<file path="config.mk">
export PLATFORM = sky130hd
export DESIGN_NAME = mem_req_arbiter_flat
export DESIGN_NICKNAME = d
export VERILOG_FILES = /design/src/rtl/mem_req_arbiter_pkg.sv /design/src/rtl/mem_req_arbiter_if.sv /design/src/rtl/mem_req_arbiter_id_fifo.sv /design/src/rtl/mem_req_arbiter.sv /design/src/flat_wrapper.sv
export SDC_FILE = /design/constraint.sdc
export NUM_CORES = 1
export LEC_CHECK = 0
export ABC_CLOCK_PERIOD_IN_PS = 2770
export CORE_AREA = 4 4 121 123
export CTS_BUF_LIST = sky130_fd_sc_hd__clkbuf_16
export DETAILED_ROUTE_END_ITERATION = 16
export DIE_AREA = 0 0 125 127
export PLACE_DENSITY = 0.52
export SYNTH_ARGS = -nofsm -noshare
export SYNTH_HDL_FRONTEND = slang
export SYNTH_HIERARCHICAL = 1
export SYNTH_SLANG_ARGS = --single-unit
</file>
<file path="constraint.sdc">
create_clock -name clk -period 2.77 [get_ports clk]
set_input_delay 0.554 -clock clk [delete_from_list [all_inputs] [get_ports clk]]
set_output_delay 0.554 -clock clk [all_outputs]
set_load 0.005 [all_outputs]
</file>
<file path="src/rtl/mem_req_arbiter_pkg.sv">
// Shared definitions for the memory request arbiter and the AXI bridge.
// Contents: requester ids, transfer size encodings, outstanding-limit bound.
package mem_req_arbiter_pkg;

  // Owner id recorded in the ordering FIFO for every accepted transaction.
  typedef enum logic {
    ID_INST = 1'b0,
    ID_DATA = 1'b1
  } req_id_e;

  // SRAM-like transfer size encoding.
  typedef enum logic [1:0] {
    SZ_B = 2'd0,
    SZ_H = 2'd1,
    SZ_W = 2'd2
  } size_e;

  // Largest supported number of accepted-but-unanswered transactions.
  localparam int unsigned MAX_OUT_LIMIT = 4;

endpackage

</file>
<file path="src/rtl/mem_req_arbiter_if.sv">
// SRAM-like request/response bundle shared by the IF stage, the EXE/MEM stage
// and the memory port.
//   master : drives req, wr, size, addr, wstrb, wdata; receives addr_ok,
//            data_ok, rdata
//   slave  : the opposite direction
interface mem_req_arbiter_if;
  logic        req;
  logic        wr;
  logic [1:0]  size;
  logic [31:0] addr;
  logic [3:0]  wstrb;
  logic [31:0] wdata;
  logic        addr_ok;
  logic        data_ok;
  logic [31:0] rdata;

  modport master (
    output req, wr, size, addr, wstrb, wdata,
    input  addr_ok, data_ok, rdata
  );

  modport slave (
    input  req, wr, size, addr, wstrb, wdata,
    output addr_ok, data_ok, rdata
  );
endinterface

</file>
<file path="src/rtl/mem_req_arbiter_id_fifo.sv">
// arb_id_fifo: ordering FIFO of 1-bit requester ids.
// Ports:
//   clk, reset      clock, asynchronous active-high reset
//   push, push_id   enqueue push_id (ignored when full)
//   pop             dequeue head (ignored when empty)
//   head            oldest entry
//   count           number of stored entries
//   full, empty     occupancy flags
// Push and pop in the same cycle keep the count; pop always removes the
// older head, never the entry written in that cycle.
module arb_id_fifo
  import mem_req_arbiter_pkg::*;
#(
  parameter  int unsigned DEPTH = 2,
  localparam int unsigned CW    = $clog2(DEPTH + 1),
  localparam int unsigned PW    = (DEPTH > 1) ? $clog2(DEPTH) : 1
) (
  input  logic          clk,
  input  logic          reset,
  input  logic          push,
  input  req_id_e       push_id,
  input  logic          pop,
  output req_id_e       head,
  output logic [CW-1:0] count,
  output logic          full,
  output logic          empty
);

  req_id_e       slots [DEPTH];
  logic [PW-1:0] wr_ptr;
  logic [PW-1:0] rd_ptr;
  logic          do_push;
  logic          do_pop;

  // Pointers wrap modulo DEPTH, which need not be a power of two.
  function automatic logic [PW-1:0] bump(input logic [PW-1:0] p);
    return (p == PW'(DEPTH - 1)) ? '0 : p + 1'b1;
  endfunction

  assign full    = (count == CW'(DEPTH));
  assign empty   = (count == '0);
  assign do_push = push & ~full;
  assign do_pop  = pop & ~empty;
  assign head    = slots[rd_ptr];

  always_ff @(posedge clk) begin
    if (do_push) slots[wr_ptr] <= push_id;
  end

  always_ff @(posedge clk or posedge reset) begin
    if (reset) begin
      wr_ptr <= '0;
      rd_ptr <= '0;
      count  <= '0;
    end else begin
      if (do_push) wr_ptr <= bump(wr_ptr);
      if (do_pop)  rd_ptr <= bump(rd_ptr);
      unique case ({do_push, do_pop})
        2'b10:   count <= count + 1'b1;
        2'b01:   count <= count - 1'b1;
        default: count <= count;
      endcase
    end
  end

endmodule

</file>
<file path="src/rtl/mem_req_arbiter.sv">
// mem_req_arbiter: shares one SRAM-like memory port between the instruction
// requester and the data requester, serving requests in order and routing
// each response back to the requester that owns it.
// Ports:
//   clk, reset  clock, asynchronous active-high reset
//   inst        instruction requester (read only; wr/wstrb/wdata ignored)
//   data        data requester (loads and stores)
//   mem         memory port, responses return in request order
//   arb_err     sticky: response seen with nothing outstanding
// Request and response paths are purely combinational; only the ordering
// FIFO, the grant lock and the error flag are registered.
module mem_req_arbiter
  import mem_req_arbiter_pkg::*;
#(
  parameter int unsigned MAX_OUT = 2
) (
  input  logic                      clk,
  input  logic                      reset,
  mem_req_arbiter_if.slave          inst,
  mem_req_arbiter_if.slave          data,
  mem_req_arbiter_if.master         mem,
  output logic                      arb_err
);

  localparam int unsigned CW = $clog2(MAX_OUT + 1);

  // Grant lock: remembers who was presented while memory stalled addr_ok.
  typedef enum logic [1:0] {
    LK_FREE = 2'd0,
    LK_INST = 2'd1,
    LK_DATA = 2'd2
  } lock_e;

  lock_e         lock_q;
  req_id_e       grant;
  logic          granted_req;
  logic          accept;
  logic          response;
  req_id_e       head;
  logic [CW-1:0] count;
  logic          full;
  logic          empty;

  always_comb begin
    unique case (lock_q)
      LK_INST: grant = ID_INST;
      LK_DATA: grant = ID_DATA;
      default: grant = data.req ? ID_DATA : ID_INST;
    endcase
  end

  always_comb begin
    mem.wr    = 1'b0;
    mem.size  = inst.size;
    mem.addr  = inst.addr;
    mem.wstrb = '0;
    mem.wdata = '0;
    granted_req = inst.req;
    if (grant == ID_DATA) begin
      mem.wr      = data.wr;
      mem.size    = data.size;
      mem.addr    = data.addr;
      mem.wstrb   = data.wstrb;
      mem.wdata   = data.wdata;
      granted_req = data.req;
    end
  end

  // Reset gates the request so nothing is accepted while state is cleared.
  assign mem.req      = granted_req & ~full & ~reset;
  assign accept       = mem.req & mem.addr_ok;
  assign inst.addr_ok = accept & (grant == ID_INST);
  assign data.addr_ok = accept & (grant == ID_DATA);

  assign response     = mem.data_ok & ~empty & ~reset;
  assign inst.data_ok = response & (head == ID_INST);
  assign data.data_ok = response & (head == ID_DATA);
  assign inst.rdata   = mem.rdata;
  assign data.rdata   = mem.rdata;

  always_ff @(posedge clk or posedge reset) begin
    if (reset) begin
      lock_q <= LK_FREE;
    end else if (accept) begin
      lock_q <= LK_FREE;
    end else if (mem.req) begin
      lock_q <= (grant == ID_DATA) ? LK_DATA : LK_INST;
    end
  end

  always_ff @(posedge clk or posedge reset) begin
    if (reset) begin
      arb_err <= 1'b0;
    end else if (mem.data_ok && empty) begin
      arb_err <= 1'b1;
    end
  end

  arb_id_fifo #(
    .DEPTH (MAX_OUT)
  ) u_id_fifo (
    .clk     (clk),
    .reset   (reset),
    .push    (accept),
    .push_id (grant),
    .pop     (response),
    .head    (head),
    .count   (count),
    .full    (full),
    .empty   (empty)
  );

  full_matches_count: assert property (
    @(posedge clk) disable iff (reset) full == (count == CW'(MAX_OUT))
  );

endmodule

</file>
<file path="src/flat_wrapper.sv">
// flat-port wrapper written by rule: the top's interface ports become plain ports
module mem_req_arbiter_flat import mem_req_arbiter_pkg::*;
#(
  parameter int unsigned MAX_OUT = 2
)
  (clk, reset, arb_err, inst_req, inst_wr, inst_size, inst_addr, inst_wstrb, inst_wdata, inst_addr_ok, inst_data_ok, inst_rdata, data_req, data_wr, data_size, data_addr, data_wstrb, data_wdata, data_addr_ok, data_data_ok, data_rdata, mem_req, mem_wr, mem_size, mem_addr, mem_wstrb, mem_wdata, mem_addr_ok, mem_data_ok, mem_rdata);
  mem_req_arbiter_if inst_i ();
  mem_req_arbiter_if data_i ();
  mem_req_arbiter_if mem_i ();
  input  logic clk;
  input  logic reset;
  output logic arb_err;
  input wire logic [$bits(inst_i.req)-1:0] inst_req;
  input wire logic [$bits(inst_i.wr)-1:0] inst_wr;
  input wire logic [$bits(inst_i.size)-1:0] inst_size;
  input wire logic [$bits(inst_i.addr)-1:0] inst_addr;
  input wire logic [$bits(inst_i.wstrb)-1:0] inst_wstrb;
  input wire logic [$bits(inst_i.wdata)-1:0] inst_wdata;
  output wire logic [$bits(inst_i.addr_ok)-1:0] inst_addr_ok;
  output wire logic [$bits(inst_i.data_ok)-1:0] inst_data_ok;
  output wire logic [$bits(inst_i.rdata)-1:0] inst_rdata;
  input wire logic [$bits(data_i.req)-1:0] data_req;
  input wire logic [$bits(data_i.wr)-1:0] data_wr;
  input wire logic [$bits(data_i.size)-1:0] data_size;
  input wire logic [$bits(data_i.addr)-1:0] data_addr;
  input wire logic [$bits(data_i.wstrb)-1:0] data_wstrb;
  input wire logic [$bits(data_i.wdata)-1:0] data_wdata;
  output wire logic [$bits(data_i.addr_ok)-1:0] data_addr_ok;
  output wire logic [$bits(data_i.data_ok)-1:0] data_data_ok;
  output wire logic [$bits(data_i.rdata)-1:0] data_rdata;
  output wire logic [$bits(mem_i.req)-1:0] mem_req;
  output wire logic [$bits(mem_i.wr)-1:0] mem_wr;
  output wire logic [$bits(mem_i.size)-1:0] mem_size;
  output wire logic [$bits(mem_i.addr)-1:0] mem_addr;
  output wire logic [$bits(mem_i.wstrb)-1:0] mem_wstrb;
  output wire logic [$bits(mem_i.wdata)-1:0] mem_wdata;
  input wire logic [$bits(mem_i.addr_ok)-1:0] mem_addr_ok;
  input wire logic [$bits(mem_i.data_ok)-1:0] mem_data_ok;
  input wire logic [$bits(mem_i.rdata)-1:0] mem_rdata;
  assign inst_i.req = inst_req;
  assign inst_i.wr = inst_wr;
  assign inst_i.size = inst_size;
  assign inst_i.addr = inst_addr;
  assign inst_i.wstrb = inst_wstrb;
  assign inst_i.wdata = inst_wdata;
  assign inst_addr_ok = inst_i.addr_ok;
  assign inst_data_ok = inst_i.data_ok;
  assign inst_rdata = inst_i.rdata;
  assign data_i.req = data_req;
  assign data_i.wr = data_wr;
  assign data_i.size = data_size;
  assign data_i.addr = data_addr;
  assign data_i.wstrb = data_wstrb;
  assign data_i.wdata = data_wdata;
  assign data_addr_ok = data_i.addr_ok;
  assign data_data_ok = data_i.data_ok;
  assign data_rdata = data_i.rdata;
  assign mem_req = mem_i.req;
  assign mem_wr = mem_i.wr;
  assign mem_size = mem_i.size;
  assign mem_addr = mem_i.addr;
  assign mem_wstrb = mem_i.wstrb;
  assign mem_wdata = mem_i.wdata;
  assign mem_i.addr_ok = mem_addr_ok;
  assign mem_i.data_ok = mem_data_ok;
  assign mem_i.rdata = mem_rdata;
  mem_req_arbiter #(.MAX_OUT(MAX_OUT)) u_core (.clk(clk), .reset(reset), .inst(inst_i), .data(data_i), .mem(mem_i), .arb_err(arb_err));
endmodule
</file>
* Word level (Yosys, flattened, before mapping)
Memory sizes are Yosys's and may differ from the RTL's.
Cells that the tools add are included.
** Operators by class
- $add $sub $neg :: 4
- Equal/unequal tests :: 5
- Mux-type cells :: 16
- Bitwise gates (word level) :: 16
- Reduce and logical (&&, ||, !) cells :: 4
** Operators with widths (number)
- $mux 32 :: 2
- $and 1x1->1 :: 11
- $mux 2 :: 4
- $mux 1 :: 7
- $eq 2x2->1 const B :: 3
- $not 1->1 :: 5
- $eq 2x1->1 const B :: 2
- $mux 4 :: 1
- $pmux 2 s2 :: 1
- $reduce_bool 2->1 :: 2
- $add 1x1->1 const B :: 2
- $add 2x1->2 const B :: 1
- $logic_not 2->1 :: 1
- $pmux 1 s2 :: 1
- $sub 2x1->2 const B :: 1
- $logic_and 1x1->1 :: 1
** Storage, ports and cells
- Register bits after elaboration :: 7
- Memory bits (writable) :: 2
- Input port bits :: 180
- Output and inout bits :: 141
- Word-level logic and storage cells :: 51
- Memories kept :: 1
** Memories
- u_core.u_id_fifo.slots :: words 2, bits a word 1, rd ports 1, clocked after memory_dff 0, write ports 1, RTL line mem_req_arbiter_id_fifo.sv:29 : req_id_e slots [DEPTH];

* Longest topological paths before layout
Gate-level depths: netlist of run 1.
- Depth in word-level cells :: 9
- Gate-level depth with buffers :: 10
- Mapped depth without buffers :: 10

* By module
Netlist of run 1, hierarchy kept.
** By module, submodules not included
- mem_req_arbiter :: times used 1, cells each 175, area an instance 1482.7 um2, seq. area each 75.1 um2
- arb_id_fifo :: times used 1, cells each 22, area an instance 271.5 um2, seq. area each 160.2 um2

* Worst setup path after synthesis of run 1
OpenSTA, ideal clock, no wires.
- Path type :: register to output
- Start :: register u_core.lock_q[1]
- End :: output mem_addr[11]
- Data arrival time :: 1561 ps
- Required time :: 2216 ps
- Path slack :: 655 ps
- Stages on the path, launching flop included :: 6
- Buffers on the path :: 2
- Cells stage by stage :: dfrtp_1 > ha_1 > mux2i_1 > buf_4 > buf_6 > mux2_4
** Between the ends
- Cells in the longest elaborated chain, start to end :: 3
- Elaborated cells between the ends (all ways) :: 4
- Classes of those cells :: eq/ne (2); mux (2)
** Ends and longest elaborated chain
- start, declared :: RTL line mem_req_arbiter.sv:34 : lock_e lock_q;
- start signal, assigned :: RTL line mem_req_arbiter.sv:87 : lock_q <= (grant == ID_DATA) ? LK_DATA : LK_INST;
- $eq 2x2->1 / $eq 2x1->1 (equally long branches) :: RTL line mem_req_arbiter.sv:45 : unique case (lock_q)
- $pmux 1 s2 (*) :: RTL line mem_req_arbiter.sv:45
- $mux 32 (*) :: RTL line mem_req_arbiter.sv:59 : if (grant == ID_DATA) begin
- end, declared :: RTL line flat_wrapper.sv:34 : output wire logic [$bits(mem_i.addr)-1:0] mem_addr;
Mark *: on every way between the ends. The rest lies on a longest branch, timed or not.

* Final worst setup path of run 1
- Start :: register u_core.lock_q[1]
- End :: output mem_addr[17]
Same word-level chain as after synthesis.

==> results by group, run 1 <==
Timing
  – Final Cycle Share: 98.0%
  – Clock Skew: 0.00402 ns
  – Slew Limit Fails: 0
  – Worst-margin pin slew: 0.408 ns
  – Endpoints failing setup: 0
  – Fin. Hold Viols: 0
  – Slew Limit Headroom: 72.8%
  – FMAX: 368 MHz
  – Final WS setup: 0.0548 ns
  – Crit path time final: 2.72 ns

Synth
  – Yosys top cell area share: 28.2%
  – Warning count from the yosys run: 6
  – Cell count after synthesis: 197
  – Main synth FF type: dfrtp_1
  – Synth Area in XOR/XNOR: 2.50%
  – Multiplexer area fraction after synthesis: 27.3%
  – Mapped cell area: 1750 um2
  – Cell taking the most area after synthesis: buf_4
  – Synth area leaders: buf_4 28%, mux2_4 17%, nor2b_1 14%
  – Synth Area in Compound Gates: 2.71%
  – #FFs+latches synth: 9
  – Simple-gate share of the synthesized area: 20.5%
  – Register area share after synthesis: 13.4%
  – Syn Nets: 379
  – Post-synthesis adder-cell area fraction: 1.43%
  – Largest family of logic cells by synthesized area: buffers and inverters
  – Avg Cell Area, Syn: 8.90 um2
  – Post-synth cell types: 30
  – Post-synth EDFFs: 2
  – Async SR Flop Fraction: 77.8%

Drt
  – WL final: 7240 um
  – DRC: 0
  – DR vias/cell: 3.53
  – Final ANT Viol Nets: 0
  – Routed len/inst: 13.9 um
  – DRT Pass-1 Iters: 4
  – Routed vias: 1834
  – Initial DRC count: 22

Placement
  – GP Congestion: 0.821
  – DPL Wire Length: 5620 um
  – Pre-CTS WS: -0.165 ns
  – PortBufs: 187

Floorplanning
  – Die H: 127 um
  – # IOs: 321
  – Core area: 13700 um2
  – Die X: 125 um
  – Starting Density: 12.8%
  – Row count: 43
  – Die area: 15900 um2

Setup path
  – Flop-to-flop setup slack: 0.42 ns
  – CP peak stage delay: 0.42 ns
  – Reg2reg start: u_core/lock_q[1]
  – CP startpoint kind: flop
  – Slowest CP cell: dfrtp_1
  – Worst-case reg-to-reg path depth: 10
  – CP cell instances: ha_4, mux2i_4, buf_12, buf_6, clkbuf_16, buf_4, mux2_4, dlymetal6s2s_1
  – Data required time of the worst path: 2.22 ns
  – Reg-to-Reg End: u_core/u_id_fifo/count[1]
  – Setup crit end kind: primary output
  – Crit path DAT: 2.16 ns
  – CP Class: reg2out
  – Max Fanout on Critical Path: 8

CTS
  – Depth of the CTS H-tree: 1
  – Hold_buf cts: 0
  – Worst-Skew Late Latency: 0.23 ns
  – TritonCTS Buffers: 3
  – CTS root buffer: clkbuf_16
  – Clock buffer depth: 2
  – Num Clock Sinks: 9
  – CTS tree: built
  – CTS clock-pin slew for the worst setup and hold paths: 0.04 ns

Worst hold path
  – Worst hold stages: 1
  – HP Class: reg2reg
  – Hold path startpoint: u_core/arb_err
  – Worst Hold End: u_core/arb_err

Power and ir drop
  – Overall Power: 3120 uW
  – Max rail drop VDD: 0.321 mV
  – Cell Pwr Density: 839 nW/um2
  – Leakage: 0.00177 uW

Finish
  – Layout area overhead: 112%
  – Most common cell after layout, fill and taps aside: clkdlybuf4s50_1
  – Most frequent cells in the layout: 125 x clkdlybuf4s50_1, 41 x dlygate4sd2_1, 35 x nor2b_1
  – N_diodes: 0
  – Fraction of layout cells with a size suffix above 1: 21.8%
  – Final net count: 523

GRT
  – Largest net degree at the start of global routing: 28
  – GRT Resource Usage Total: 7.96%
  – Grt ovf: 0
  – First-pass GRT wire length: 10300 um
  – Initial antenna violation count: 0
  – Vias in the first global route: 1960

Flow run
  – MaxCap Viol Count: 0

Run status
  – Outcome: finished clean
==> layout make-up <==
type | count | area, um2
tap | 180 | 225
fill | 1486 | 9950
inverter | 7 | 26.3
timing repair buffer | 211 | 2160
clock buffer | 3 | 75.1
sequential | 9 | 235
multi-input combinational | 109 | 998
clock inverter | 1 | 3.75
==> critical path, delay by kind of cell (launching register included) <==
kind | cells | cell delay, ns
adders and majority gates | 1 | 0.31
buffers and inverters | 5 | 0.67
muxes | 2 | 0.52
DFF | 1 | 0.42
==> cells by family (layout without fill, tap and decap cells) <==
group | Yosys count | in the layout
buffers and inverters | 79 | 222
AND/OR/NAND/NOR | 59 | 59
multiplexers | 36 | 36
flip-flops | 9 | 9
AO/OA/AOI/OAI | 7 | 7
XOR/XNOR | 5 | 5
adder cells (fa/ha/maj) | 2 | 2
==> per-stage QoR <==
stage                     instances  setup TNS (ns)  area [um2]  utilization [%]  hold WS, ns
after floorplan                 197               0        1750                -        0.308
after global placement          504           -5.11        3440             25.2        0.443
after detailed placement        504           -5.64        3440             25.2        0.443
after CTS                       514           -1.14        3610             26.4        0.457
after global routing            520        -0.00761        3720             27.2        0.464
final                           520               0        3720             27.2        0.456
==> registers in the layout, summed over array words and instances (netlist names) <==
name and cells:
u_core/u_id_fifo/wr_ptr 1, u_core/u_id_fifo/count 2, u_core/arb_err 1, u_core/u_id_fifo/rd_ptr 1
u_core/u_id_fifo/slots 2, u_core/lock_q 2
==> how the worst max path moves through the flow <==
stage,from,endpoint,slack [ns],depth (start not counted)
after floorplan,u_core/lock_q[1],mem_addr[11],0.65,5
after global placement,reset,data_addr_ok,-0.16,5
after detailed placement,data_req,mem_addr[13],-0.16,5
after CTS,u_core/lock_q[1],mem_addr[13],-0.1,6
after global routing,u_core/lock_q[1],mem_addr[17],-0.008,8
final,u_core/lock_q[1],mem_addr[17],0.05,8
==> layer usage <==
metal | vias up | track usage [%] | wire, um
li1 | 866 | - | -
met1 | 801 | 8.27 | 2630
met2 | 145 | 14.4 | 3550
met3 | 22 | 3.01 | 828
met4 | 0 | 3.32 | 241
met5 | - | 0 | 0
==> cell usage after synthesis, types with 2 or more instances <==
library cell	count
a211o_1	2
buf_2	4
buf_4	66
buf_6	2
dfrtp_1	7
edfxtp_1	2
ha_1	2
inv_1	7
mux2_2	15
mux2_4	20
nand2b_1	2
nand3_1	3
nor2_1	4
nor2b_1	38
nor3_1	3
o21ai_0	2
or2_1	2
xnor2_1	3
xor2_1	2
==> timing repair <==
item / in CTS / in global routing
pin swaps: 1 / 1
endpoints found under the setup margin: 59 / 30
setup buffers: 5 / 5
gates resized for setup: 52 / 25
cloned: 1 / 2
hold endpoints to repair: 0 / 0
==> where the power goes <==
group,internal [uW],switching (uW)
registers,194,43.6
logic,1670,962
clock network,189,63.5
total,2050,1070
Note: power is estimated with default switching activity, not from simulation.
==> run 2: changes to the inputs <==
RECOVER_POWER = 50   (was unset)
SKIP_LAST_GASP = 1   (was unset)
==> results by group, run 2 (synthesized netlist as in run 1, its figures left out) <==
Drt
  – Routed len/inst: 13.9 um
  – Final ANT Viol Nets: 0
  – Routed vias: 1883
  – DRC: 0
  – DR vias/cell: 3.55
  – Initial DRC count: 16
  – WL final: 7370 um
  – DRT Pass-1 Iters: 4

Floorplanning
  – Die X: 125 um
  – Starting Density: 12.8%
  – # IOs: 321
  – Core area: 13700 um2
  – Die H: 127 um
  – Die area: 15900 um2
  – Row count: 43

Timing
  – Final Cycle Share: 102%
  – Crit path time final: 2.83 ns
  – Hold_ws: 0.456 ns
  – Slew Limit Fails: 0
  – Endpoints failing setup: 10
  – FMAX: 353 MHz
  – Clock Skew: 0.00402 ns
  – RSZ-0062 raised after global routing: true
  – Worst-margin pin slew: 0.406 ns
  – Fin. Hold Viols: 0
  – Fin Setup TNS: -0.351 ns
  – Final WS setup: -0.0614 ns
  – Slew Limit Headroom: 72.9%

CTS
  – Depth of the CTS H-tree: 1
  – Num Clock Sinks: 9
  – CTS tree: built
  – CTS clock-pin slew for the worst setup and hold paths: 0.04 ns
  – Clock buffer depth: 2
  – CTS root buffer: clkbuf_16
  – Worst-Skew Late Latency: 0.23 ns
  – TritonCTS Buffers: 3

Finish
  – Final net count: 534
  – Most common cell after layout, fill and taps aside: clkdlybuf4s50_1
  – Top flop regs: u_core/lock_q (2), u_core/u_id_fifo/count (2), u_core/u_id_fifo/slots (2)
  – Filler Cells Inserted: 1454
  – FF+latch area: 235 um2
  – N_diodes: 0
  – Post-route cell area: 3910 um2
  – Util after Layout: 28.6%
  – Most frequent cells in the layout: 125 x clkdlybuf4s50_1, 42 x dlymetal6s2s_1, 34 x nor2b_1
  – Layout area overhead: 123%
  – Multi-input logic area: 1000 um2
  – Fraction of layout cells with a size suffix above 1: 23.6%

Placement
  – Placed cell areas: 3440 um2
  – Pre-CTS WS: -0.165 ns
  – GP Congestion: 0.821
  – DPL Wire Length: 5620 um
  – PortBufs: 187

Setup path
  – Data required time of the worst path: 2.22 ns
  – Setup crit end kind: primary output
  – CP Class: reg2out
  – Worst-case reg-to-reg path depth: 10
  – Worst Setup EP: mem_size[0]
  – CP startpoint kind: flop
  – Crit path DAT: 2.28 ns
  – Max Fanout on Critical Path: 5
  – Reg2reg start: u_core/lock_q[1]
  – Flop-to-flop setup slack: 0.42 ns
  – Critical path origin: u_core/lock_q[1]
  – Reg-to-Reg End: u_core/u_id_fifo/count[1]

GRT
  – Initial antenna violation count: 0
  – First-pass GRT wire length: 10300 um
  – Largest net degree at the start of global routing: 28
  – GRT Resource Usage Total: 7.98%
  – Vias in the first global route: 1970
  – Grt ovf: 0

Power and ir drop
  – Cell Pwr Density: 864 nW/um2
  – Leakage: 0.00204 uW
  – Sequential Power Share: 7.0%
  – Sw frac: 32.8%
  – Internal power: 2270 uW
  – Clock power frac: 7.4%
  – Max rail drop VDD: 0.360 mV
  – Logic pwr share: 85.5%
  – P_sw: 1110 uW

Flow run
  – MaxCap Viol Count: 0

Run status
  – Violations in the final reports: setup timing
  – Outcome: finished with violations

Worst hold path
  – HP Class: reg2reg
==> run 2: metrics by stage <==
stage          total power, uW  instances
2_1_floorplan             1390        197
3_3_place_gp              2580        504
3_5_place_dp              2600        504
4_1_cts                   3130        514
5_1_grt                   3600        531
6_report                  3380        531
==> run 2: worst min-delay path by stage <==
| stage | start | end | cells after the start | slack (ns) |
|---|---|---|---|---|
| 2_1_floorplan | reset | u_core/arb_err | 1 | 0.31 |
| 3_3_place_gp | u_core/arb_err | u_core/arb_err | 1 | 0.44 |
| 3_5_place_dp | u_core/arb_err | u_core/arb_err | 1 | 0.44 |
| 4_1_cts | u_core/arb_err | u_core/arb_err | 1 | 0.46 |
| 5_1_grt | u_core/arb_err | u_core/arb_err | 1 | 0.46 |
| 6_report | u_core/arb_err | u_core/arb_err | 1 | 0.46 |
==> run 2: critical path, cell delays in order, from the launching register on <==
cell	delay, ns
dfrtp_1	0.42
ha_4	0.31
mux2i_4	0.24
buf_12	0.16
buf_16	0.12
mux2_2	0.32
clkdlybuf4s50_1	0.47
==> run 2: per-layer routing <==
| layer | up-vias | part of all wire, % | global-route usage (%) |
|---|---|---|---|
| met4 | 0 | 3.3 | 3.32 |
| met3 | 22 | 11 | 2.97 |
| li1 | 889 | - | - |
| met1 | 833 | 36 | 8.27 |
| met5 | - | 0 | 0 |
| met2 | 139 | 50 | 14.5 |
==> run 2: layout make-up <==
| type | count | share of cell area, % |
|---|---|---|
| multi-input cells | 109 | 25.6 |
| well taps | 180 | 5.76 |
| clock buffers | 3 | 1.92 |
| clock inverters | 1 | 0.0961 |
| flip-flops and latches | 9 | 6.02 |
| inverters | 7 | 0.672 |
| repair buffers | 222 | 59.9 |
==> run 2: what timing repair did <==
item / CTS / global route
cloned: 1 / 2
pin swaps: 1 / 1
hold buffers: 0 / 0
setup endpoints to repair: 59 / 51
gates resized for setup: 27 / 46
buffers inserted: 5 / 16
==> run 2: power groups by stage <==
| stage | clock (uW) | sequential, uW | combinational, uW |
|---|---|---|---|
| after floorplan | 0 | 225 | 1160 |
| after global placement | 0 | 231 | 2350 |
| after detailed placement | 0 | 234 | 2360 |
| after CTS | 258 | 237 | 2640 |
| after global routing | 267 | 245 | 3090 |
| final | 251 | 237 | 2890 |
